$ cat config.mk
export PLATFORM = sky130hd
export DESIGN_NAME = paridade_arbiter
export DESIGN_NICKNAME = d
export VERILOG_FILES = /design/src/rtl/paridade_arbiter.sv
export SDC_FILE = /design/constraint.sdc
export NUM_CORES = 1
export LEC_CHECK = 0
export ABC_AREA = 0
export ABC_CLOCK_PERIOD_IN_PS = 4600
export CAP_MARGIN = 40
export CELL_PAD_IN_SITES_DETAIL_PLACEMENT = 1
export CELL_PAD_IN_SITES_GLOBAL_PLACEMENT = 1
export CORE_UTILIZATION = 37
export DETAILED_ROUTE_END_ITERATION = 10
export GPL_ROUTABILITY_DRIVEN = 1
export PLACE_DENSITY = 0.91
export SLEW_MARGIN = 20
export SYNTH_ARGS = -nofsm -noshare
export SYNTH_HDL_FRONTEND = slang
export SYNTH_SLANG_ARGS = --single-unit
$ cat constraint.sdc
create_clock -name clk -period 4.6 [get_ports clk]
set_clock_uncertainty 0.05 [all_clocks]
set_input_delay 0.46 -clock clk [delete_from_list [all_inputs] [get_ports clk]]
set_output_delay 0.46 -clock clk [all_outputs]
set_load 0.02 [all_outputs]
$ cat src/rtl/paridade_arbiter.sv
`default_nettype none
// ============================================================================
// paridade_arbiter : round-robin shared parity unit with tagged valid/ready
// response channel.  Revision 1.0
// ============================================================================
module paridade_arbiter #(
   parameter int WIDTH = 4,
   parameter int NREQ  = 4,
   localparam int IDW  = (NREQ > 1) ? $clog2(NREQ) : 1
) (
   input  logic                  clk,
   input  logic                  rst,
   input  logic [NREQ-1:0]       req,
   input  logic [NREQ*WIDTH-1:0] data,
   input  logic                  odd_mode,
   output logic [NREQ-1:0]       gnt,
   output logic                  busy,
   output logic                  rsp_valid,
   input  logic                  rsp_ready,
   output logic [IDW-1:0]        rsp_id,
   output logic [WIDTH-1:0]      rsp_data,
   output logic                  rsp_par
);

   typedef enum logic [1:0] {
      IDLE = 2'd0,
      CALC = 2'd1,
      RESP = 2'd2
   } state_t;

   state_t            state_q, state_d;
   logic [IDW-1:0]    ptr_q, ptr_d;
   logic [NREQ-1:0]   gnt_q, gnt_d;
   logic [IDW-1:0]    rsp_id_q, rsp_id_d;
   logic [WIDTH-1:0]  rsp_data_q, rsp_data_d;
   logic              rsp_par_q, rsp_par_d;
   logic              odd_q, odd_d;

   logic [NREQ-1:0]   rot;
   logic              found;
   logic [IDW-1:0]    off;
   logic [IDW:0]      sum;
   logic [IDW-1:0]    sel;
   logic [WIDTH-1:0]  sel_word;

   // Rotate so bit 0 is the requester at ptr; the first set bit is the offset.
   always_comb begin
      rot   = NREQ'({req, req} >> ptr_q);
      found = 1'b0;
      off   = '0;
      for (int j = 0; j < NREQ; j++) begin
         if (!found && rot[j]) begin
            found = 1'b1;
            off   = IDW'(j);
         end
      end
      sum = {1'b0, ptr_q} + {1'b0, off};
      if (sum >= (IDW+1)'(NREQ)) begin
         sum = sum - (IDW+1)'(NREQ);
      end
      sel = sum[IDW-1:0];
   end

   always_comb begin
      sel_word = '0;
      for (int j = 0; j < NREQ; j++) begin
         if (sel == IDW'(j)) begin
            sel_word = data[j*WIDTH +: WIDTH];
         end
      end
   end

   always_comb begin
      state_d    = state_q;
      ptr_d      = ptr_q;
      gnt_d      = '0;
      rsp_id_d   = rsp_id_q;
      rsp_data_d = rsp_data_q;
      rsp_par_d  = rsp_par_q;
      odd_d      = odd_q;
      case (state_q)
         IDLE: begin
            if (found) begin
               gnt_d      = NREQ'(1) << sel;
               rsp_id_d   = sel;
               rsp_data_d = sel_word;
               odd_d      = odd_mode;
               state_d    = CALC;
            end
         end
         CALC: begin
            rsp_par_d = (^rsp_data_q) ^ odd_q;
            state_d   = RESP;
         end
         RESP: begin
            if (rsp_ready) begin
               ptr_d   = (rsp_id_q == IDW'(NREQ-1)) ? '0 : rsp_id_q + IDW'(1);
               state_d = IDLE;
            end
         end
         default: state_d = IDLE;
      endcase
   end

   always_ff @(posedge clk or posedge rst) begin
      if (rst) begin
         state_q    <= IDLE;
         ptr_q      <= '0;
         gnt_q      <= '0;
         rsp_id_q   <= '0;
         rsp_data_q <= '0;
         rsp_par_q  <= 1'b0;
         odd_q      <= 1'b0;
      end else begin
         state_q    <= state_d;
         ptr_q      <= ptr_d;
         gnt_q      <= gnt_d;
         rsp_id_q   <= rsp_id_d;
         rsp_data_q <= rsp_data_d;
         rsp_par_q  <= rsp_par_d;
         odd_q      <= odd_d;
      end
   end

   assign gnt       = gnt_q;
   assign busy      = (state_q != IDLE);
   assign rsp_valid = (state_q == RESP);
   assign rsp_id    = rsp_id_q;
   assign rsp_data  = rsp_data_q;
   assign rsp_par   = rsp_par_q;

endmodule
`default_nettype wire

==> results of run 1 <==
==> worst reg2reg max path: cells and delay by family, from the launching register on <==
| kind | cells | cell delay, ns |
|---|---|---|
| AND/OR/NAND/NOR | 2 | 0.16 |
| adder cells (fa/ha/maj) | 1 | 0.23 |
| flip-flops | 1 | 0.51 |
| XOR/XNOR | 1 | 0.45 |
| AO/OA/AOI/OAI | 5 | 0.99 |
| buffers and inverters | 1 | 0.27 |
==> power breakdown <==
group	switching [uW]	internal, uW
clock network	44.8	48.1
registers	64.5	203
logic	426	318
total	535	570
==> cell type report <==
type	instances	area, um^2
Clock buffer	4	36.3
Fill cell	384	1480
Sequential cell	16	400
Tap cell	44	55.1
Inverter	5	18.8
Multi-Input combinational cell	118	767
Timing Repair Buffer	38	375
==> registers in the layout, summed over array words and instances, names as in the netlist <==
register,count
gnt,4
rsp_data,4
ptr_q,2
rsp_id,2
state_q,2
rsp_par,1
odd_q,1
==> cell usage in the layout, fill, tap and decap left out, drive strengths merged <==
| master | n |
|---|---|
| nand4 | 4 |
| nand2b | 1 |
| and2b | 1 |
| nor3b | 1 |
| and3b | 1 |
| a2111o | 8 |
| nand3 | 9 |
| o221ai | 1 |
| a211oi | 4 |
| inv | 5 |
| o22ai | 1 |
| a32o | 1 |
| o21ai | 16 |
| o311ai | 1 |
| a32oi | 1 |
| a21o | 1 |
| xor2 | 1 |
| and3 | 1 |
| xnor2 | 7 |
| nand2 | 35 |
| nor2b | 2 |
| or2 | 1 |
| mux2 | 3 |
| dfrtp | 16 |
| o21a | 1 |
| clkdlybuf4s50 | 36 |
| o31ai | 1 |
| clkbuf | 4 |
| buf | 2 |
| ha | 2 |
| nor2 | 5 |
| nor3 | 4 |
| a22oi | 4 |
==> final timing paths <==
path	startpoint	endpoint	cells after the start
min in group asynchronous	rst	gnt[0]	2
setup reg to reg	ptr_q[0]	rsp_data[3]	10
hold reg to reg	odd_q	odd_q	2
max in group asynchronous	rst	ptr_q[1]	2
setup / recovery	req[3]	rsp_data[3]	12
hold / removal	odd_q	odd_q	2
==> cells in the mapped netlist (2+ instances only) <==
| cell type | n | area, um^2 |
|---|---|---|
| ha_1 | 2 | 25.0 |
| nand3_1 | 8 | 40.0 |
| o21ai_0 | 15 | 75.1 |
| buf_4 | 2 | 15.0 |
| a22oi_1 | 4 | 30.0 |
| mux2_2 | 2 | 22.5 |
| nor3_1 | 3 | 15.0 |
| nor2_1 | 5 | 18.8 |
| nor2b_1 | 2 | 12.5 |
| clkbuf_1 | 4 | 15.0 |
| dfrtp_1 | 16 | 400 |
| buf_6 | 2 | 22.5 |
| a2111o_1 | 8 | 90.1 |
| nand2_1 | 35 | 131 |
| inv_1 | 5 | 18.8 |
| buf_2 | 2 | 10.0 |
| a211oi_1 | 4 | 30.0 |
| nand4_1 | 4 | 25.0 |
| xnor2_1 | 7 | 61.3 |
==> per-layer routing <==
layer / vias up / track usage / wire length (um)
met3: 4 / 0.0281 / 101
met5: - / 0 / 0
met1: 621 / 0.285 / 1600
li1: 605 / - / -
met2: 30 / 0.397 / 1920
met4: 0 / 0.0631 / 40
==> through the flow <==
step | hold WS [ns] | setup WS, ns | total power [uW] | std cells
floorplan | 0.324 | 2.29 | 770 | 149
global route | 0.506 | 1.41 | 1200 | 225
detailed placement | 0.438 | 1.34 | 1010 | 221
global placement | 0.438 | 1.26 | 954 | 219
finish | 0.460 | 1.59 | 1100 | 225
CTS | 0.462 | 1.60 | 1110 | 225
==> cell families (layout without fill, tap and decap cells) <==
kind of cell | Yosys count | in the layout | synth area share
AOI/OAI and AO/OA | 40 | 40 | 0.255
xor gates and xnor gates | 8 | 8 | 0.0561
adders and majority gates | 2 | 2 | 0.0200
buffers and inverters | 15 | 47 | 0.0651
DFF | 16 | 16 | 0.321
muxes | 3 | 3 | 0.0301
and+or+nand+nor | 65 | 65 | 0.254
==> metrics, run 1 <==
most frequent CP cell o21ai_0; kind of critical path input port to flip-flop; depth of the CTS H-tree 1; largest net degree at the start of global routing 20; leakage power total 0.000679 uW; PwrDens 668 mW/mm^2; Distinct cells, synth 38; clk root buf clkbuf_4; Post-synth EDFFs 0; # IOs 37; CTS buffer count 3; antenna-violating nets left 0; DRT Pass-1 Iters 4; final critical-path required period 3.01 ns; synthesis-stage register bit count 16; first-pass GRT wire length 6110 um; CP Data Required Time 4.78 ns; final wirelength 3660 um; Seq/Total Area, Yosys 0.321; Post CTS Setup Buffer Count 0; Die H 60.1 um; row count 20; DR iter-0 viols 78; CP endpoint kind flip-flop; Worst EP arrival 3.19 ns; post-cts sizing count 0; Inserted Diodes 0; Post-CTS Hold Buffers 0; Syn-to-layout area delta 32.4%; max cap viols 0; worst-margin pin slew 0.656 ns; outcome finished clean; f_max 332 MHz; via count 1260; fin area 0.00165 mm^2; Worst setup SP type input port; Synthesized Nets 175; Synth Cell Area 0.00125 mm^2; Synth Instances 149; vias per inst 5.60; fin util 0.528; Synth Area per Inst 8.38 um^2; asr flop ratio synth 1.00; Reg clk slew, reported paths 0.10 ns; initial antenna violation count 0; # nets final 208; period utilization 0.655; clock sinks 16; CTS tree done; Post-synth top flop dfrtp_1; Crit path buffers/inverters 3; setup TNS 0 ns; worst-path fanout max 8; DP HPWL 2830 um; Hold Violations, Final 0; Largest delay share family, worst path buffers and inverters; Cell Area, Placed 0.00162 mm^2; clk buf depth 2; layout cells sized above 1 0.0773; Port-buffer cells 36; drc violations 0; width of the chip 60.1 um; unrepaired setup endpoints after global routing no; Slew headroom 0.562; worst vdd ir 0.358 mV; die area 0.00361 mm^2; Reg2Reg Setup Slack 1.90 ns; Final GP Congestion 0.785; # setup viols final 0; Hold Crit Class flip-flop to flip-flop; drt wl/cell 16.3 um; Slew Limit Fails 0; gr ovfl total 0; critical-path cell list clkdlybuf4s50_1 -> inv_1 -> o311ai_0 -> o21ai_0 -> o221ai_1 -> ha_1 -> xor2_1 -> buf_4 -> nand2_1 -> a211oi_1 -> o21ai_0 -> nand4_1; Yosys warning total 0; vias in the first global route 1325; CP max stage delay 0.64 ns; Skew-Pair Late Insertion Delay 0.28 ns; initial cell density of the core 0.399; Core ar. 0.00313 mm^2; CP max-delay cell clkdlybuf4s50_1; GRT Total Usage 0.225
Note: power is estimated with default switching activity, not from simulation.
==> run 2: changes to the inputs <==
--- a/config.mk
+++ b/config.mk
@@ -6,14 +6,14 @@
 export NUM_CORES = 1
 export LEC_CHECK = 0
 export ABC_AREA = 0
-export ABC_CLOCK_PERIOD_IN_PS = 4600
+export ABC_CLOCK_PERIOD_IN_PS = 2810
 export CAP_MARGIN = 40
 export CELL_PAD_IN_SITES_DETAIL_PLACEMENT = 1
 export CELL_PAD_IN_SITES_GLOBAL_PLACEMENT = 1
-export CORE_UTILIZATION = 37
+export CORE_UTILIZATION = 34
 export DETAILED_ROUTE_END_ITERATION = 10
 export GPL_ROUTABILITY_DRIVEN = 1
-export PLACE_DENSITY = 0.91
+export PLACE_DENSITY = 0.85
 export SLEW_MARGIN = 20
 export SYNTH_ARGS = -nofsm -noshare
 export SYNTH_HDL_FRONTEND = slang
==> constraint.sdc (replaced) <==
create_clock -name clk -period 2.81 [get_ports clk]
set_clock_uncertainty 0.05 [all_clocks]
set_input_delay 0.281 -clock clk [delete_from_list [all_inputs] [get_ports clk]]
set_output_delay 0.281 -clock clk [all_outputs]
set_load 0.02 [all_outputs]
==> run 2 against run 1 <==
Combinational power increased by 67%. Utilization decreased by 4.2 points. Register-to-register slack got worse by 1.5 ns. First-iteration DRC count is 46% lower. Die area is 8.5% higher. Sequential share of layout area shrank 0.15 points. Critical path depth decreased by 3.
==> metrics, run 2 (synthesis gave the netlist of run 1 again) <==
worst-path fanout max 12; # setup viols final 0; depth of the CTS H-tree 1; CP Data Required Time 2.99 ns; CTS tree done; Skew-Pair Late Insertion Delay 0.30 ns; largest net degree at the start of global routing 20; Slew headroom 0.580; Final Non-Filler Cells 228; max cap viols 0; initial antenna violation count 0; DR iter-0 viols 42; clk buf depth 2; # IOs 37; Inserted Diodes 0; clock power share 0.085; final wirelength 3780 um; PwrDens 1100 mW/mm^2; period utilization 0.873; Worst setup SP type input port; final hold slack 0.306 ns; Hold Violations, Final 0; initial cell density of the core 0.366; DRT Pass-1 Iters 4; vias per inst 5.57; drt wl/cell 16.6 um; antenna-violating nets left 0; # nets final 209; Psw 899 uW; Worst EP arrival 2.63 ns; Post-CTS Hold Buffers 0; vias in the first global route 1409; r2r worst-path depth 10; first-pass GRT wire length 6600 um; Syn-to-layout area delta 33.2%; unrepaired setup endpoints after global routing no; Seq pwr share 0.240; Die H 62.6 um; Logic pwr share 0.675; final critical-path required period 2.45 ns; Post CTS Setup Buffer Count 0; GRT Total Usage 0.212; width of the chip 62.6 um; Int Power 934 uW; Sw Share 0.490; most common cell after layout, fill and taps aside clkdlybuf4s50_1; CTS buffer count 3; setup TNS 0 ns; Port-buffer cells 36; Slew Limit Fails 0; worst vdd ir 0.520 mV; outcome finished clean; Hold Crit Class input port to asynchronous set/reset pin; setup ws final 0.356 ns; fin util 0.487; most frequent cells in the layout 36 x clkdlybuf4s50_1, 35 x nand2_1, 16 x dfrtp_1; gr ovfl total 0; Worst R2R End rsp_data[0]; via count 1269; row count 21; die area 0.00392 mm^2; leakage power total 0.000684 uW; DP HPWL 2920 um; f_max 408 MHz; clk root buf clkbuf_4; Reg clk slew, reported paths 0.10 ns; CP endpoint kind flip-flop; post-cts sizing count 0; pre-CTS setup slack 0.0881 ns; worst-margin pin slew 0.629 ns; kind of critical path input port to flip-flop; Final GP Congestion 0.819; layout cells sized above 1 0.0824; Cells after DPL 224; drc violations 0; RR Startpoint ptr_q[0]; clock sinks 16; Reg2Reg Setup Slack 0.42 ns; Core ar. 0.00342 mm^2
[run 2: final cells by class]
type	instances	area, um^2
clock buffer	4	36.3
inverter	5	18.8
tap	46	57.6
sequential	16	400
fill	417	1750
multi-input combinational	118	767
timing repair buffer	39	383
[run 2: layer usage]
metal / vias up / routed length [um] / part of all wire / track usage
li1: 606 / - / - / -
met1: 631 / 1520 / 0.40 / 0.227
met2: 30 / 2110 / 0.56 / 0.417
met3: 2 / 121 / 0.032 / 0.0365
met4: 0 / 20 / 0.0053 / 0.0552
met5: - / 0 / 0 / 0
[run 2: stage by stage]
step | total power, uW | instance area, um^2
2_1_floorplan | 1260 | 1250
3_3_place_gp | 1600 | 1630
3_5_place_dp | 1670 | 1630
4_1_cts | 1840 | 1660
5_1_grt | 1970 | 1660
6_report | 1830 | 1660
[run 2: power groups by stage]
stage	Clock (uW)	Sequential [uW]	Combinational [uW]
2_1_floorplan	0	467	793
3_3_place_gp	0	437	1160
4_1_cts	159	441	1240
6_report	155	440	1240
5_1_grt	170	456	1350
3_5_place_dp	0	446	1230
[run 2: critical path, stage by stage]
cell and delay (ns):
clkdlybuf4s50_1 0.61, nand2b_1 0.15, o22ai_1 0.08, o21ai_0 0.17
o221ai_1 0.14, ha_1 0.62, and3_1 0.33, o21ai_0 0.15
nand4_1 0.10
[run 2: worst max-delay path by stage]
stage	slack [ns]	startpoint	endpoint	cells past startpoint
3_5_place_dp	0.09	req[0]	rsp_data[2]	9
3_3_place_gp	0.19	req[0]	rsp_data[0]	12
5_1_grt	0.21	req[0]	rsp_data[0]	12
4_1_cts	0.40	req[0]	rsp_data[0]	12
6_report	0.36	req[0]	rsp_data[0]	9
2_1_floorplan	0.50	ptr_q[0]	rsp_data[3]	11
==> run 3: changes to the inputs <==
--- a/config.mk
+++ b/config.mk
@@ -11,10 +11,12 @@
 export CELL_PAD_IN_SITES_DETAIL_PLACEMENT = 1
 export CELL_PAD_IN_SITES_GLOBAL_PLACEMENT = 1
 export CORE_UTILIZATION = 34
+export CTS_CLUSTER_SIZE = 16
 export DETAILED_ROUTE_END_ITERATION = 10
 export GPL_ROUTABILITY_DRIVEN = 1
 export PLACE_DENSITY = 0.85
-export SLEW_MARGIN = 20
+export RECOVER_POWER = 100
+export SLEW_MARGIN = 0
 export SYNTH_ARGS = -nofsm -noshare
 export SYNTH_HDL_FRONTEND = slang
 export SYNTH_SLANG_ARGS = --single-unit
==> run 3 against run 2 <==
Combinational power is essentially flat. Setup slack got worse by 0.077 ns. Clock power about the same. Power fell by 1.7%. First-iteration DRC count stayed put. Routed wire length is 0.19% lower. Die area stayed put. Via count rose by 0.16%. Global-route usage is the same. Non-clock buffer count did not move. Largest power group unchanged.
==> metrics, run 3 (synthesis gave the netlist of run 1 again) <==
outcome finished clean; worst-path fanout max 12; Skew-Pair Late Insertion Delay 0.29 ns; Inserted Diodes 0; worst vdd ir 0.506 mV; final critical-path required period 2.53 ns; worst-margin pin slew 0.629 ns; CP max stage delay 0.68 ns; Slew Limit Fails 0; most frequent cells in the layout 35 x nand2_1, 20 x clkdlybuf4s50_1, 16 x dfrtp_1, 16 x dlygate4sd3_1, 15 x o21ai_0; Final Non-Filler Cells 228; Die H 62.6 um; setup TNS 0 ns; Post-CTS Hold Buffers 0; CP endpoint kind flip-flop; CP Data Required Time 2.99 ns; antenna-violating nets left 0; Filler cells 417; PwrDens 1080 mW/mm^2; RR Startpoint ptr_q[0]; initial cell density of the core 0.366; Hold Crit Class input port to asynchronous set/reset pin; depth of the CTS H-tree 1; vias in the first global route 1409; vias per inst 5.57; gr ovfl total 0; Post CTS Setup Buffer Count 0; fin area 0.00166 mm^2; Final GP Congestion 0.819; row count 21; max cap viols 0; Worst setup SP type input port; Reg clk slew, reported paths 0.10 ns; unrepaired setup endpoints after global routing no; period utilization 0.901; clock sinks 16; r2r worst-path depth 10; f_max 395 MHz; Cells after DPL 224; Worst EP arrival 2.71 ns; DR iter-0 viols 42; leakage power total 0.000707 uW; most frequent CP cell o21ai_0; via count 1271; # nets final 209; pre-CTS setup slack 0.0881 ns; setup ws final 0.279 ns; GRT Total Usage 0.212; Worst R2R End rsp_data[0]; most common cell after layout, fill and taps aside nand2_1; first-pass GRT wire length 6600 um; kind of critical path input port to flip-flop; Reg2Reg Setup Slack 0.42 ns; clk buf depth 2; width of the chip 62.6 um; post-cts sizing count 0; Slew headroom 0.580; die area 0.00392 mm^2; Hold Violations, Final 0; Core ar. 0.00342 mm^2; DRT Pass-1 Iters 4; layout cells sized above 1 0.0824; largest net degree at the start of global routing 20; drc violations 0; Syn-to-layout area delta 33.2%; CTS buffer count 3; final wirelength 3770 um; DP HPWL 2920 um; initial antenna violation count 0; final hold slack 0.442 ns; Port-buffer cells 36; Cell Area, Placed 0.00163 mm^2; # setup viols final 0; # IOs 37; critical-path cell list dlygate4sd3_1 -> nand2b_1 -> o22ai_1 -> o21ai_0 -> o221ai_1 -> ha_1 -> and3_1 -> o21ai_0 -> nand4_1; clk root buf clkbuf_4; CP max-delay cell dlygate4sd3_1; CTS tree done; drt wl/cell 16.5 um
run 3: layout make-up:
| cell class | count | area [um^2] | area share |
|---|---|---|---|
| clock buffer | 4 | 36.3 | 0.0218 |
| inverter | 5 | 18.8 | 0.0113 |
| multi-input combinational | 118 | 767 | 0.461 |
| sequential | 16 | 400 | 0.241 |
| tap | 46 | 57.6 | 0.0346 |
| timing repair buffer | 39 | 383 | 0.230 |
run 3: per-stage QoR:
step / power (uW) / utilization
final: 1800 / 0.487
after global routing: 1940 / 0.487
after CTS: 1840 / 0.487
after detailed placement: 1670 / 0.476
after global placement: 1600 / 0.476
after floorplan: 1260 / -
run 3: where the power goes:
group / internal (uW) / switching [uW]
clock network: 79.0 / 75.7
logic: 495 / 715
registers: 332 / 105
total: 907 / 895
run 3: critical path, delay by kind of cell:
family | cells | cell delay [ns]
and+or+nand+nor | 3 | 0.58
buffers and inverters | 1 | 0.68
AOI/OAI and AO/OA | 4 | 0.54
adders and majority gates | 1 | 0.62
run 3: worst max-delay path by stage:
| stage | start | to | slack [ns] |
|---|---|---|---|
| 2_1_floorplan | ptr_q[0] | rsp_data[3] | 0.50 |
| 5_1_grt | req[0] | rsp_data[0] | 0.14 |
| 6_report | req[0] | rsp_data[0] | 0.28 |
| 3_3_place_gp | req[0] | rsp_data[0] | 0.19 |
| 3_5_place_dp | req[0] | rsp_data[2] | 0.09 |
| 4_1_cts | req[0] | rsp_data[0] | 0.40 |
run 3: routing by layer:
layer  vias to the layer above  part of all wire  GRT usage
met4                         0            0.0053     0.0552
met2                        28              0.56      0.417
li1                        606                 -          -
met1                       635              0.41      0.227
met3                         2             0.027     0.0365
met5                         -                 0          0
